===== src/rtl/rtc_calendar_if.sv =====
// Control, load, alarm and calendar-field bundle between the clock top and rtc_calendar_core.
// Fields are level signals; the strobes (tick, adj_up/down, load, alarm_ack) are single-cycle, with no backpressure.
interface rtc_calendar_if #(
  parameter int YEAR_W = 14
);
  logic              tick;
  logic              run_en;
  logic [2:0]        adj_field;
  logic              adj_up;
  logic              adj_down;
  logic              load;
  logic [5:0]        ld_sec;
  logic [5:0]        ld_min;
  logic [4:0]        ld_hour;
  logic [4:0]        ld_day;
  logic [3:0]        ld_month;
  logic [YEAR_W-1:0] ld_year;
  logic              mode_12h;
  logic              alarm_en;
  logic [4:0]        alarm_hour;
  logic [5:0]        alarm_min;
  logic              alarm_ack;
  logic [5:0]        sec;
  logic [5:0]        min;
  logic [4:0]        hour;
  logic [4:0]        hour_disp;
  logic              pm;
  logic [4:0]        day;
  logic [3:0]        month;
  logic [YEAR_W-1:0] year;
  logic              leap;
  logic [4:0]        dim;
  logic              load_err;
  logic              alarm_hit;
  logic              alarm_active;

  modport master (
    output tick, run_en, adj_field, adj_up, adj_down, load,
           ld_sec, ld_min, ld_hour, ld_day, ld_month, ld_year,
           mode_12h, alarm_en, alarm_hour, alarm_min, alarm_ack,
    input  sec, min, hour, hour_disp, pm, day, month, year, leap, dim,
           load_err, alarm_hit, alarm_active
  );

  modport slave (
    input  tick, run_en, adj_field, adj_up, adj_down, load,
           ld_sec, ld_min, ld_hour, ld_day, ld_month, ld_year,
           mode_12h, alarm_en, alarm_hour, alarm_min, alarm_ack,
    output sec, min, hour, hour_disp, pm, day, month, year, leap, dim,
           load_err, alarm_hit, alarm_active
  );
endinterface


===== src/rtl/rtc_calendar_core.sv =====
// Gregorian time/date counter with adjust, atomic load and one alarm; fields update 1 cycle after the input.
// No backpressure: priority rst > load > adjust > tick, losing events in the same cycle are dropped.
module rtc_calendar_core #(
  parameter int YEAR_W    = 14,
  parameter int YEAR_MIN  = 0,
  parameter int YEAR_MAX  = 9999,
  parameter int RST_YEAR  = 2000,
  parameter int RST_MONTH = 1,
  parameter int RST_DAY   = 1
) (
  input  logic           clk,
  input  logic           rst,
  rtc_calendar_if.slave  bus
);

  localparam logic [YEAR_W-1:0] Y_MIN = YEAR_W'(YEAR_MIN);
  localparam logic [YEAR_W-1:0] Y_MAX = YEAR_W'(YEAR_MAX);
  localparam logic [YEAR_W-1:0] Y_ONE = YEAR_W'(1);

  function automatic logic is_leap(input logic [YEAR_W-1:0] y);
    logic [31:0] yy;
    yy = 32'(y);
    return (((yy % 32'd4) == 32'd0) && ((yy % 32'd100) != 32'd0)) || ((yy % 32'd400) == 32'd0);
  endfunction

  function automatic logic [4:0] days_in(input logic [3:0] m, input logic lp);
    logic [4:0] d;
    case (m)
      4'd2:                    d = lp ? 5'd29 : 5'd28;
      4'd4, 4'd6, 4'd9, 4'd11: d = 5'd30;
      default:                 d = 5'd31;
    endcase
    return d;
  endfunction

  logic [5:0]        sec_q, min_q, sec_n, min_n;
  logic [4:0]        hour_q, day_q, hour_n, day_n;
  logic [3:0]        month_q, month_n;
  logic [YEAR_W-1:0] year_q, year_n;
  logic              load_err_q, alarm_hit_q, alarm_active_q;
  logic              load_err_n, alarm_hit_n, alarm_active_n;
  logic              leap_cur, load_ok, adj_act, cnt_act;
  logic [4:0]        dim_cur, dim_ld, dim_nxt;

  assign leap_cur = is_leap(year_q);
  assign dim_cur  = days_in(month_q, leap_cur);
  assign dim_ld   = days_in(bus.ld_month, is_leap(bus.ld_year));

  // Day range is checked against the month/year being loaded, not the current ones.
  assign load_ok = (bus.ld_sec <= 6'd59) && (bus.ld_min <= 6'd59) && (bus.ld_hour <= 5'd23)
                && (bus.ld_month >= 4'd1) && (bus.ld_month <= 4'd12)
                && ((32'(bus.ld_year) + 32'd1) > 32'(YEAR_MIN))
                && (32'(bus.ld_year) <= 32'(YEAR_MAX))
                && (bus.ld_day >= 5'd1) && (bus.ld_day <= dim_ld);

  assign adj_act = (bus.adj_up ^ bus.adj_down) && (bus.adj_field != 3'd0) && (bus.adj_field != 3'd7);
  assign cnt_act = bus.tick && bus.run_en && ((bus.adj_field == 3'd0) || (bus.adj_field == 3'd7));

  always_comb begin
    sec_n       = sec_q;
    min_n       = min_q;
    hour_n      = hour_q;
    day_n       = day_q;
    month_n     = month_q;
    year_n      = year_q;
    load_err_n  = 1'b0;
    alarm_hit_n = 1'b0;
    dim_nxt     = 5'd31;

    if (bus.load) begin
      if (load_ok) begin
        sec_n   = bus.ld_sec;
        min_n   = bus.ld_min;
        hour_n  = bus.ld_hour;
        day_n   = bus.ld_day;
        month_n = bus.ld_month;
        year_n  = bus.ld_year;
      end else begin
        load_err_n = 1'b1;
      end
    end else if (adj_act) begin
      case (bus.adj_field)
        3'd1: sec_n = bus.adj_down ? ((sec_q == 6'd0) ? 6'd59 : sec_q - 6'd1)
                                   : ((sec_q >= 6'd59) ? 6'd0 : sec_q + 6'd1);
        3'd2: min_n = bus.adj_down ? ((min_q == 6'd0) ? 6'd59 : min_q - 6'd1)
                                   : ((min_q >= 6'd59) ? 6'd0 : min_q + 6'd1);
        3'd3: hour_n = bus.adj_down ? ((hour_q == 5'd0) ? 5'd23 : hour_q - 5'd1)
                                    : ((hour_q >= 5'd23) ? 5'd0 : hour_q + 5'd1);
        3'd4: day_n = bus.adj_down ? ((day_q <= 5'd1) ? dim_cur : day_q - 5'd1)
                                   : ((day_q >= dim_cur) ? 5'd1 : day_q + 5'd1);
        3'd5: month_n = bus.adj_down ? ((month_q <= 4'd1) ? 4'd12 : month_q - 4'd1)
                                     : ((month_q >= 4'd12) ? 4'd1 : month_q + 4'd1);
        3'd6: year_n = bus.adj_down ? ((year_q <= Y_MIN) ? Y_MAX : year_q - Y_ONE)
                                    : ((year_q >= Y_MAX) ? Y_MIN : year_q + Y_ONE);
        default: ;
      endcase
    end else if (cnt_act) begin
      if (sec_q < 6'd59) begin
        sec_n = sec_q + 6'd1;
      end else begin
        sec_n = 6'd0;
        if (min_q < 6'd59) begin
          min_n = min_q + 6'd1;
        end else begin
          min_n = 6'd0;
          if (hour_q < 5'd23) begin
            hour_n = hour_q + 5'd1;
          end else begin
            hour_n = 5'd0;
            if (day_q < dim_cur) begin
              day_n = day_q + 5'd1;
            end else begin
              day_n = 5'd1;
              if (month_q < 4'd12) begin
                month_n = month_q + 4'd1;
              end else begin
                month_n = 4'd1;
                year_n  = (year_q >= Y_MAX) ? Y_MIN : year_q + Y_ONE;
              end
            end
          end
        end
      end
      alarm_hit_n = bus.alarm_en && (sec_n == 6'd0) && (min_n == bus.alarm_min)
                 && (hour_n == bus.alarm_hour);
    end

    // A month or year change can leave the day past the end of the new month.
    dim_nxt = days_in(month_n, is_leap(year_n));
    if (day_n > dim_nxt) day_n = dim_nxt;

    alarm_active_n = alarm_hit_n | (alarm_active_q & ~bus.alarm_ack);
  end

  always_ff @(posedge clk) begin
    if (rst) begin
      sec_q          <= 6'd0;
      min_q          <= 6'd0;
      hour_q         <= 5'd0;
      day_q          <= 5'(RST_DAY);
      month_q        <= 4'(RST_MONTH);
      year_q         <= YEAR_W'(RST_YEAR);
      load_err_q     <= 1'b0;
      alarm_hit_q    <= 1'b0;
      alarm_active_q <= 1'b0;
    end else begin
      sec_q          <= sec_n;
      min_q          <= min_n;
      hour_q         <= hour_n;
      day_q          <= day_n;
      month_q        <= month_n;
      year_q         <= year_n;
      load_err_q     <= load_err_n;
      alarm_hit_q    <= alarm_hit_n;
      alarm_active_q <= alarm_active_n;
    end
  end

  assign bus.sec          = sec_q;
  assign bus.min          = min_q;
  assign bus.hour         = hour_q;
  assign bus.day          = day_q;
  assign bus.month        = month_q;
  assign bus.year         = year_q;
  assign bus.leap         = leap_cur;
  assign bus.dim          = dim_cur;
  assign bus.pm           = (hour_q >= 5'd12);
  assign bus.hour_disp    = !bus.mode_12h    ? hour_q :
                            (hour_q == 5'd0) ? 5'd12  :
                            (hour_q > 5'd12) ? hour_q - 5'd12 : hour_q;
  assign bus.load_err     = load_err_q;
  assign bus.alarm_hit    = alarm_hit_q;
  assign bus.alarm_active = alarm_active_q;

endmodule


===== src/flat_wrapper.sv =====
// flat-port wrapper written by rule: the top's interface ports become plain ports
module rtc_calendar_core_flat 
#(
  parameter int YEAR_W    = 14,
  parameter int YEAR_MIN  = 0,
  parameter int YEAR_MAX  = 9999,
  parameter int RST_YEAR  = 2000,
  parameter int RST_MONTH = 1,
  parameter int RST_DAY   = 1
)
  (clk, rst, bus_tick, bus_run_en, bus_adj_field, bus_adj_up, bus_adj_down, bus_load, bus_ld_sec, bus_ld_min, bus_ld_hour, bus_ld_day, bus_ld_month, bus_ld_year, bus_mode_12h, bus_alarm_en, bus_alarm_hour, bus_alarm_min, bus_alarm_ack, bus_sec, bus_min, bus_hour, bus_hour_disp, bus_pm, bus_day, bus_month, bus_year, bus_leap, bus_dim, bus_load_err, bus_alarm_hit, bus_alarm_active);
  rtc_calendar_if #(.YEAR_W(YEAR_W)) bus_i ();
  input  logic clk;
  input  logic rst;
  input wire logic [$bits(bus_i.tick)-1:0] bus_tick;
  input wire logic [$bits(bus_i.run_en)-1:0] bus_run_en;
  input wire logic [$bits(bus_i.adj_field)-1:0] bus_adj_field;
  input wire logic [$bits(bus_i.adj_up)-1:0] bus_adj_up;
  input wire logic [$bits(bus_i.adj_down)-1:0] bus_adj_down;
  input wire logic [$bits(bus_i.load)-1:0] bus_load;
  input wire logic [$bits(bus_i.ld_sec)-1:0] bus_ld_sec;
  input wire logic [$bits(bus_i.ld_min)-1:0] bus_ld_min;
  input wire logic [$bits(bus_i.ld_hour)-1:0] bus_ld_hour;
  input wire logic [$bits(bus_i.ld_day)-1:0] bus_ld_day;
  input wire logic [$bits(bus_i.ld_month)-1:0] bus_ld_month;
  input wire logic [$bits(bus_i.ld_year)-1:0] bus_ld_year;
  input wire logic [$bits(bus_i.mode_12h)-1:0] bus_mode_12h;
  input wire logic [$bits(bus_i.alarm_en)-1:0] bus_alarm_en;
  input wire logic [$bits(bus_i.alarm_hour)-1:0] bus_alarm_hour;
  input wire logic [$bits(bus_i.alarm_min)-1:0] bus_alarm_min;
  input wire logic [$bits(bus_i.alarm_ack)-1:0] bus_alarm_ack;
  output wire logic [$bits(bus_i.sec)-1:0] bus_sec;
  output wire logic [$bits(bus_i.min)-1:0] bus_min;
  output wire logic [$bits(bus_i.hour)-1:0] bus_hour;
  output wire logic [$bits(bus_i.hour_disp)-1:0] bus_hour_disp;
  output wire logic [$bits(bus_i.pm)-1:0] bus_pm;
  output wire logic [$bits(bus_i.day)-1:0] bus_day;
  output wire logic [$bits(bus_i.month)-1:0] bus_month;
  output wire logic [$bits(bus_i.year)-1:0] bus_year;
  output wire logic [$bits(bus_i.leap)-1:0] bus_leap;
  output wire logic [$bits(bus_i.dim)-1:0] bus_dim;
  output wire logic [$bits(bus_i.load_err)-1:0] bus_load_err;
  output wire logic [$bits(bus_i.alarm_hit)-1:0] bus_alarm_hit;
  output wire logic [$bits(bus_i.alarm_active)-1:0] bus_alarm_active;
  assign bus_i.tick = bus_tick;
  assign bus_i.run_en = bus_run_en;
  assign bus_i.adj_field = bus_adj_field;
  assign bus_i.adj_up = bus_adj_up;
  assign bus_i.adj_down = bus_adj_down;
  assign bus_i.load = bus_load;
  assign bus_i.ld_sec = bus_ld_sec;
  assign bus_i.ld_min = bus_ld_min;
  assign bus_i.ld_hour = bus_ld_hour;
  assign bus_i.ld_day = bus_ld_day;
  assign bus_i.ld_month = bus_ld_month;
  assign bus_i.ld_year = bus_ld_year;
  assign bus_i.mode_12h = bus_mode_12h;
  assign bus_i.alarm_en = bus_alarm_en;
  assign bus_i.alarm_hour = bus_alarm_hour;
  assign bus_i.alarm_min = bus_alarm_min;
  assign bus_i.alarm_ack = bus_alarm_ack;
  assign bus_sec = bus_i.sec;
  assign bus_min = bus_i.min;
  assign bus_hour = bus_i.hour;
  assign bus_hour_disp = bus_i.hour_disp;
  assign bus_pm = bus_i.pm;
  assign bus_day = bus_i.day;
  assign bus_month = bus_i.month;
  assign bus_year = bus_i.year;
  assign bus_leap = bus_i.leap;
  assign bus_dim = bus_i.dim;
  assign bus_load_err = bus_i.load_err;
  assign bus_alarm_hit = bus_i.alarm_hit;
  assign bus_alarm_active = bus_i.alarm_active;
  rtc_calendar_core #(.YEAR_W(YEAR_W), .YEAR_MIN(YEAR_MIN), .YEAR_MAX(YEAR_MAX), .RST_YEAR(RST_YEAR), .RST_MONTH(RST_MONTH), .RST_DAY(RST_DAY)) u_core (.clk(clk), .rst(rst), .bus(bus_i));
endmodule

===== config.mk =====
export PLATFORM = sky130hd
export DESIGN_NAME = rtc_calendar_core_flat
export DESIGN_NICKNAME = d
export VERILOG_FILES = /design/src/rtl/rtc_calendar_if.sv /design/src/rtl/rtc_calendar_core.sv /design/src/flat_wrapper.sv
export SDC_FILE = /design/constraint.sdc
export NUM_CORES = 1
export LEC_CHECK = 0
export BUFFER_PORTS_ARGS = -buffer_cell sky130_fd_sc_hd__buf_4
export CORE_MARGIN = 4
export CORE_UTILIZATION = 30
export CTS_CLUSTER_DIAMETER = 150
export DETAILED_ROUTE_END_ITERATION = 12
export HOLD_SLACK_MARGIN = 0.02
export SYNTH_ARGS = -nofsm -noshare
export SYNTH_HDL_FRONTEND = slang
export SYNTH_SLANG_ARGS = --single-unit

===== constraint.sdc =====
create_clock -name clk -period 14.5 [get_ports clk]
set_input_delay 0.725 -clock clk [delete_from_list [all_inputs] [get_ports clk]]
set_output_delay 0.725 -clock clk [all_outputs]
set_load 0.05 [all_outputs]

==> results by group, run 1 <==
Min path
  • Worst Hold Class: reg -> reg
  • Hold path startpoint: u_core.bus.alarm_active
  • Hold EP: u_core.bus.alarm_active
  • Cells on Worst Hold Path: 1

Synth
  • Synth area leaders: dfxtp_1, nor2_1, nand2_1, o21ai_0, a21oi_1
  • Synth unique cells: roughly 120
  • Synth warn: 0
  • Mapped cell area: ~10000 um2
  • Xor/xnor cell area share of the yosys netlist: under 10%
  • Most used DFF post-synth: dfxtp_1
  • Post-synth EDFFs: 0
  • Area leader, netlist: dfxtp_1
  • Simple-Gate Fraction of Synth Area: a little under a third
  • Compound-Gate Fraction of Synth Area: roughly 37%
  • Synthesized flop and latch total: 43
  • Share of flip-flops with an asynchronous set or reset: 0%
  • Largest family of logic cells by synthesized area: compound AO/OA/AOI/OAI gates
  • Post-synthesis sequential area ratio: 8.56%
  • Post-synthesis mux area share: under 10%
  • Syn Area/Cell: 6.73 um2
  • Post-synth top area share: about 8.6%
  • Syn Inst Count: around 1500
  • Area share of fa/ha/maj cells after synthesis: under 10%

Cells and area
  • Share of post-route cells with drive strength above 1: 29.6%
  • Final cell count without fillers: around 2100
  • Fin util: between 40% and 50%
  • Fin area: between 10000 and 15000 um2
  • Diode count: 0
  • Layout area overhead: 31.4%
  • Nets: ~1800
  • Most frequent cells in the layout: buf_4, nor2_1, nand2_1, o21ai_0, a21oi_1
  • Commonest non-fill, non-tap cell in the layout: buf_4

Worst setup path
  • Reg2Reg Depth: slightly above 60
  • R2r endpoint: u_core.bus.day[1]
  • R2r startpoint: u_core.bus.year[0]
  • Critical Setup Path Class: in -> reg
  • Reg2Reg Setup Slack: roughly 0.37 ns
  • CP max-delay cell: or4_4
  • Top cell by count, worst path: buf_4
  • Critical Path AT: around 14 ns
  • Crit end category: flip-flop
  • Startpoint Class: input pin
  • CP required: ~15 ns
  • Critical Path Fanout Max: 7
  • Crit-path max cell delay: around 0.55 ns

Floorplanning
  • Die Wd: between 150 and 200 um
  • CORE AREA: 32800 um2
  • Rows: 66
  • Die span in y: 191 um
  • Die area: roughly 37000 um2
  • # IOs: around 120
  • Initial cell density of the core: a little under a third

Clocking
  • Root buf cell: clkbuf_16
  • Post-CTS Hold Fix Bufs: 0
  • CTS H-tree lvls: 2
  • Worst skew pair latency: slightly above 0.3 ns
  • CTS max path bufs: 2
  • CTS tree: built
  • CTS sink cnt: 43
  • CTS buffer count: 5
  • Clk slew on worst S/H paths: approximately 0.07 ns

Power and ir drop
  • P_leak: 5.16 nW
  • VDD IR max: 0.113 mV
  • Cell internal pwr: 0.930 mW
  • PD cells: about 140 nW/um2
  • Sequential Power Share: under 10%
  • Sw frac: between 50% and 60%
  • Psw: 0.968 mW
  • Clock Power Share: just over 8%
  • Comb pwr share: 83.2%

Detailed routing
  • WL per Instance: 19.3 um
  • Iter 0 DRT Violations: around 1100
  • Drt drc: 0
  • Via count: 12630
  • Post-Route WL: just over 40 mm
  • Vias/cell: 5.98
  • Drt pass-1 iters: 6
  • Post-DRT Antenna Nets: 0

Placed design
  • Post-DP HPWL: between 30 and 40 mm
  • Cell total after placement: 2066
  • Placed inst area: between 10000 and 15000 um2
  • GP Congestion: 0.962
  • DP Worst Slack: -0.361 ns
  • Port bufs: around 120

Global route
  • Initial antenna violation count: 0
  • Grt total ovfl: 0
  • First-pass GRT wire length: just over 60 mm
  • Vias in the first global route: around 11000
  • Total global-route track usage: 20.4%
  • Largest net degree at the start of global routing: 50

STA
  • Period utilisation layout: between 90% and 100%
  • Maximum clock rate: ~71 MHz
  • Worst Skew: between 0.015 and 0.02 ns
  • Worst slew margin: a little over a quarter
  • Fin. Hold Viols: 0
  • Max-slew violations: 0
  • Worst Tran Pin Value: 1.10 ns
  • Worst Setup Slack, final: between 0.3 and 0.4 ns
  • Tmin final: roughly 14 ns
  • Setup violations, final: 0

Status
  • Status: complete, no violations

Job
  • Max-Cap Viols: 0
cell type report:
class | count | area, um2
fill | 3421 | 19600
multi-input combinational | 1292 | 9320
timing repair buffer | 277 | 2090
sequential | 43 | 867
tap | 442 | 553
inverter | 50 | 193
clock buffer | 5 | 125
clock inverter | 3 | 71.3
cell usage after synthesis (15+ instances only):
library cell	instances
and2_1	15
a211oi_1	26
o21ai_0	96
mux2i_1	39
nor2_1	175
nor3_1	69
or2_2	15
nor4_1	19
dfxtp_1	43
a21oi_1	92
a31oi_1	21
clkbuf_1	75
inv_1	47
ha_1	31
or3_1	17
xnor2_1	45
mux2_2	15
buf_2	23
a21o_1	19
nand3_1	62
o211ai_1	23
nand2_1	141
metrics by stage:
stage / power [mW] / hold slack, ns / TNS (ns)
after floorplan: 1.14 / 0.788 / 0
after global placement: 1.50 / 0.486 / -0.0459
after detailed placement: 1.51 / 0.486 / -0.652
after CTS: 1.70 / 0.510 / 0
after global routing: 2.03 / 0.525 / -0.342
final: 1.90 / 0.514 / 0
power by group through the flow:
stage	sequential (mW)	clock (mW)	combinational (mW)
global route	0.162	0.165	1.70
global placement	0.161	0	1.34
floorplan	0.181	0	0.954
CTS	0.159	0.160	1.38
detailed placement	0.161	0	1.35
finish	0.160	0.158	1.58
logic make-up (layout without fill, tap and decap cells):
logic type,count (synthesis),in the layout
buf+inv,162,335
xor+xnor,60,60
fa+ha+maj,36,36
mux,55,55
other cells,1,3
compound gates,507,507
simple gates,631,631
flops,43,43
flip-flops by register name (all words and copies together) (netlist names):
register and cells:
u_core.bus.day 5, u_core.bus.min 6, u_core.bus.alarm_active 1, u_core.bus.year 14, u_core.bus.load_err 1, u_core.bus.hour 5
u_core.bus.month 4, u_core.bus.sec 6, u_core.bus.alarm_hit 1
worst max-delay path: cells and delay by family:
| kind | cells | cell delay [ns] |
|---|---|---|
| fa+ha+maj | 7 | 2.09 |
| mux | 2 | 0.29 |
| buf+inv | 9 | 1.21 |
| xor+xnor | 1 | 0.17 |
| simple gates | 16 | 3.51 |
| compound gates | 36 | 6.35 |
worst max path at each step:
stage                                  start  cells past startpoint  slack, ns           endpoint
after floorplan           u_core.bus.year[0]                     64       0.01  u_core.bus.day[1]
after global placement        bus_ld_year[9]                     68      -0.05  u_core.bus.day[1]
after detailed placement      bus_ld_year[9]                     67      -0.36  u_core.bus.day[1]
after CTS                 u_core.bus.year[0]                     60      0.005  u_core.bus.day[1]
after global routing         bus_ld_year[11]                     69      -0.18  u_core.bus.day[1]
final                        bus_ld_year[11]                     71       0.36  u_core.bus.day[1]
per-layer routing:
layer	part of all wire (%)	GRT usage (%)	up-vias	wire length [um]
li1	-	-	5999	-
met1	44	28.7	5958	17900
met2	45	31.7	591	18200
met3	9.1	3.65	82	3730
met4	2.5	6.13	0	1030
met5	0	0	-	0
what timing repair did:
action,in CTS,in global routing
gates resized for setup,9,133
buffers inserted,3,36
pin swaps,3,87
setup endpoints to repair,2,2
Power figures use the tool's default switching activity.
==> run 2, diff against run 1 <==
- ABC_AREA: default -> 1
==> results by group, run 2 <==
Status
  • Status: complete, no violations

Synth
  • Synth area leaders: nand2_1, dfxtp_1, inv_1, nand3_1, nor2_1
  • Largest family of logic cells by synthesized area: simple AND/OR/NAND/NOR gates
  • Area leader, netlist: nand2_1
  • Synth unique cells: 67 (-46%)
  • Synthesized flop and latch total: 43 (unchanged)
  • Syn Area/Cell: 5.41 um2 (-20%)
  • Post-synth EDFFs: 0 (unchanged)
  • Post-synth top area share: 20.2% (+12 points)
  • Syn Inst Count: 1764 (+18%)
  • Compound-Gate Fraction of Synth Area: 19.1% (-18 points)
  • Mapped cell area: 9550 um2 (-5.1%)
  • Most used DFF post-synth: dfxtp_1
  • Post-synthesis mux area share: 0% (-5.8 points)
  • Synth warn: 0 (unchanged)
  • Area share of fa/ha/maj cells after synthesis: 4.06% (-0.30 points)
  • Top cells by instance count after synthesis: nand2_1, inv_1, nor2_1
  • Share of flip-flops with an asynchronous set or reset: 0% (unchanged)
  • Cell with the most instances after synthesis: nand2_1
  • Post-synthesis sequential area ratio: 9.02% (+0.46 points)
  • Xor/xnor cell area share of the yosys netlist: 4.76% (-0.92 points)
  • Simple-Gate Fraction of Synth Area: 50.7% (+19 points)

Worst setup path
  • R2r endpoint: u_core.bus.day[0]
  • Critical Setup Path Class: reg -> reg
  • Critical Path Fanout Max: 12 (+5)
  • Reg2Reg Depth: 102 (+65%)
  • Critical Path Stages: 102 (+44%)
  • R2r startpoint: u_core.bus.year[9]
  • Crit end category: flip-flop
  • CP required: 14.70 ns (-0.05 ns)
  • Critical Path AT: 13.35 ns (-1.04 ns)
  • Startpoint Class: flip-flop
  • Crit path to: u_core.bus.day[0]
  • Delay-heaviest family, CP: simple AND/OR/NAND/NOR gates
  • Crit-path max cell delay: 0.31 ns (-0.24 ns)
  • CP startpoint: u_core.bus.year[9]
  • Buf/Inv on CP: 7 (-2)
  • Reg2Reg Setup Slack: 1.35 ns (+0.98 ns)
  • CP max-delay cell: ha_1
  • Top cell by count, worst path: nand2_1

Placed design
  • GP Congestion: 0.981 (+2.0%)
  • Placed inst area: 10700 um2 (-11%)
  • Cell total after placement: 2245 (+8.7%)
  • Post-DP HPWL: 27.0 mm (-11%)
  • Port bufs: 115 (unchanged)

STA
  • Maximum clock rate: 76.1 MHz (+7.6%)
  • Worst Skew: 0.00733 ns (-0.0116 ns)
  • Tmin final: 13.15 ns (-0.995 ns)
  • Worst Tran Pin Value: 1.06 ns (-0.0321 ns)
  • Setup violations, final: 0 (unchanged)
  • Setup TNS Final: 0 ns (unchanged)
  • Worst slew margin: 28.7% (+2.5 points)
  • Max-slew violations: 0 (unchanged)
  • Period utilisation layout: 90.7% (-6.9 points)
  • Fin. Hold Viols: 0 (unchanged)

Global route
  • Largest net degree at the start of global routing: 47 (-6.0%)
  • First-pass GRT wire length: 55.1 mm (-10%)
  • Vias in the first global route: 10774 (-4.3%)
  • Total global-route track usage: 18.6% (-1.8 points)
  • Grt total ovfl: 0 (unchanged)
  • Initial antenna violation count: 0 (unchanged)

Cells and area
  • Layout area overhead: 18.0%
  • Most frequent cells in the layout: nand2_1, inv_1, nor2_1, nand3_1, buf_4
  • Commonest non-fill, non-tap cell in the layout: nand2_1
  • Nets: 1966 (+11%)
  • Fin util: 35.8% (-4.5 points)
  • Fin area: 11300 um2 (-15%)
  • Max FFs per register: 14 (unchanged)
  • Diode count: 0 (unchanged)
  • Share of post-route cells with drive strength above 1: 17.3% (-12 points)
  • Layout filler cell count: 3424 (+0.088%)
  • Final cell count without fillers: 2274 (+7.7%)

Detailed routing
  • WL per Instance: 15.1 um (-22%)
  • Post-Route WL: 34.3 mm (-16%)
  • Post-DRT Antenna Nets: 0 (unchanged)
  • Drt pass-1 iters: 5 (-1)
  • Drt drc: 0 (unchanged)
  • Iter 0 DRT Violations: 1006 (-12%)
  • Vias/cell: 5.21 (-13%)
  • Via count: 11838 (-6.3%)

Power and ir drop
  • Power, Total: 2.79 mW (+47%)
  • PD cells: 248 nW/um2 (+72%)
  • VDD IR max: 0.221 mV (+96%)
  • P_leak: 5.73 nW (+11%)

Clocking
  • CTS buffer count: 5 (unchanged)
  • CTS H-tree lvls: 2 (unchanged)
  • CTS tree: built
  • Worst skew pair latency: 0.30 ns (about the same)
  • Clk slew on worst S/H paths: 0.07 ns (about the same)
  • CTS sink cnt: 43 (unchanged)
  • Post-CTS Hold Fix Bufs: 0 (unchanged)
  • Root buf cell: clkbuf_16
  • CTS max path bufs: 2 (unchanged)

Min path
  • Worst Hold Class: reg -> reg
  • Hold path startpoint: u_core.bus.alarm_active

Floorplanning
  • Die span in y: 186 um (-2.5%)
  • Die Wd: 186 um (-2.5%)
  • # IOs: 119 (unchanged)
  • Die area: 34700 um2 (-4.9%)
  • Rows: 65 (-1.5%)
  • CORE AREA: 31500 um2 (-4.0%)
  • Initial cell density of the core: 30.3% (-0.34 points)

Job
  • Max-Cap Viols: 0 (unchanged)
-- run 2: through the flow --
| stage | hold WS [ns] | worst slack [ns] |
|---|---|---|
| floorplan | 0.685 | 2.49 |
| global placement | 0.455 | 0.556 |
| detailed placement | 0.461 | 0.326 |
| CTS | 0.473 | 0.606 |
| global route | 0.505 | -0.0369 |
| finish | 0.467 | 1.35 |
-- run 2: routing by layer --
metal	up-vias	share of wire (%)	global-route usage, %
met5	-	0	0
met4	0	2.8	5.77
met3	59	5.2	1.38
met2	384	47	31.9
met1	5372	45	25.0
li1	6023	-	-
-- run 2: worst min path at each step --
| stage | endpoint | slack [ns] | depth (start not counted) |
|---|---|---|---|
| floorplan | u_core.bus.alarm_active | 0.68 | 2 |
| global placement | u_core.bus.alarm_active | 0.46 | 2 |
| detailed placement | u_core.bus.alarm_active | 0.46 | 2 |
| CTS | u_core.bus.alarm_active | 0.47 | 2 |
| global route | u_core.bus.alarm_active | 0.50 | 2 |
| finish | u_core.bus.alarm_active | 0.47 | 2 |
-- run 2: timing repair --
action / in CTS / in global routing
buffers inserted: 0 / 21
gates resized for setup: 0 / 52
hold endpoints to repair: 0 / 0
endpoints found under the setup margin: 0 / 2
-- run 2: area by class of cell --
| class | count | area [um2] | area share (%) |
|---|---|---|---|
| Clock buffer | 6 | 139 | 1.23 |
| Clock inverter | 2 | 13.8 | 0.122 |
| Inverter | 241 | 908 | 8.07 |
| Multi-Input combinational cell | 1431 | 7690 | 68.3 |
| Sequential cell | 43 | 862 | 7.65 |
| Tap cell | 402 | 503 | 4.47 |
| Timing Repair Buffer | 149 | 1140 | 10.2 |
-- run 2: worst min-delay path: cells and delay by family (launching register included) --
family,cells,cell delay (ns)
AO/OA/AOI/OAI,1,0.05
flip-flops,1,0.32
AND/OR/NAND/NOR,1,0.06
-- run 2: cell families (layout without fill, tap and decap cells) --
kind of cell	Yosys count	count (layout)
buffers and inverters	292	398
flip-flops	43	43
AND/OR/NAND/NOR	1035	1035
other	1	3
AO/OA/AOI/OAI	311	311
XOR/XNOR	51	51
adder cells (fa/ha/maj)	31	31
-- run 2: report_power, final --
group,switching (mW),internal [mW],leakage [nW]
combinational,1.65,0.850,5.30
sequential,0.0276,0.130,0.355
clock,0.0595,0.0693,0.0772
total,1.74,1.05,5.73
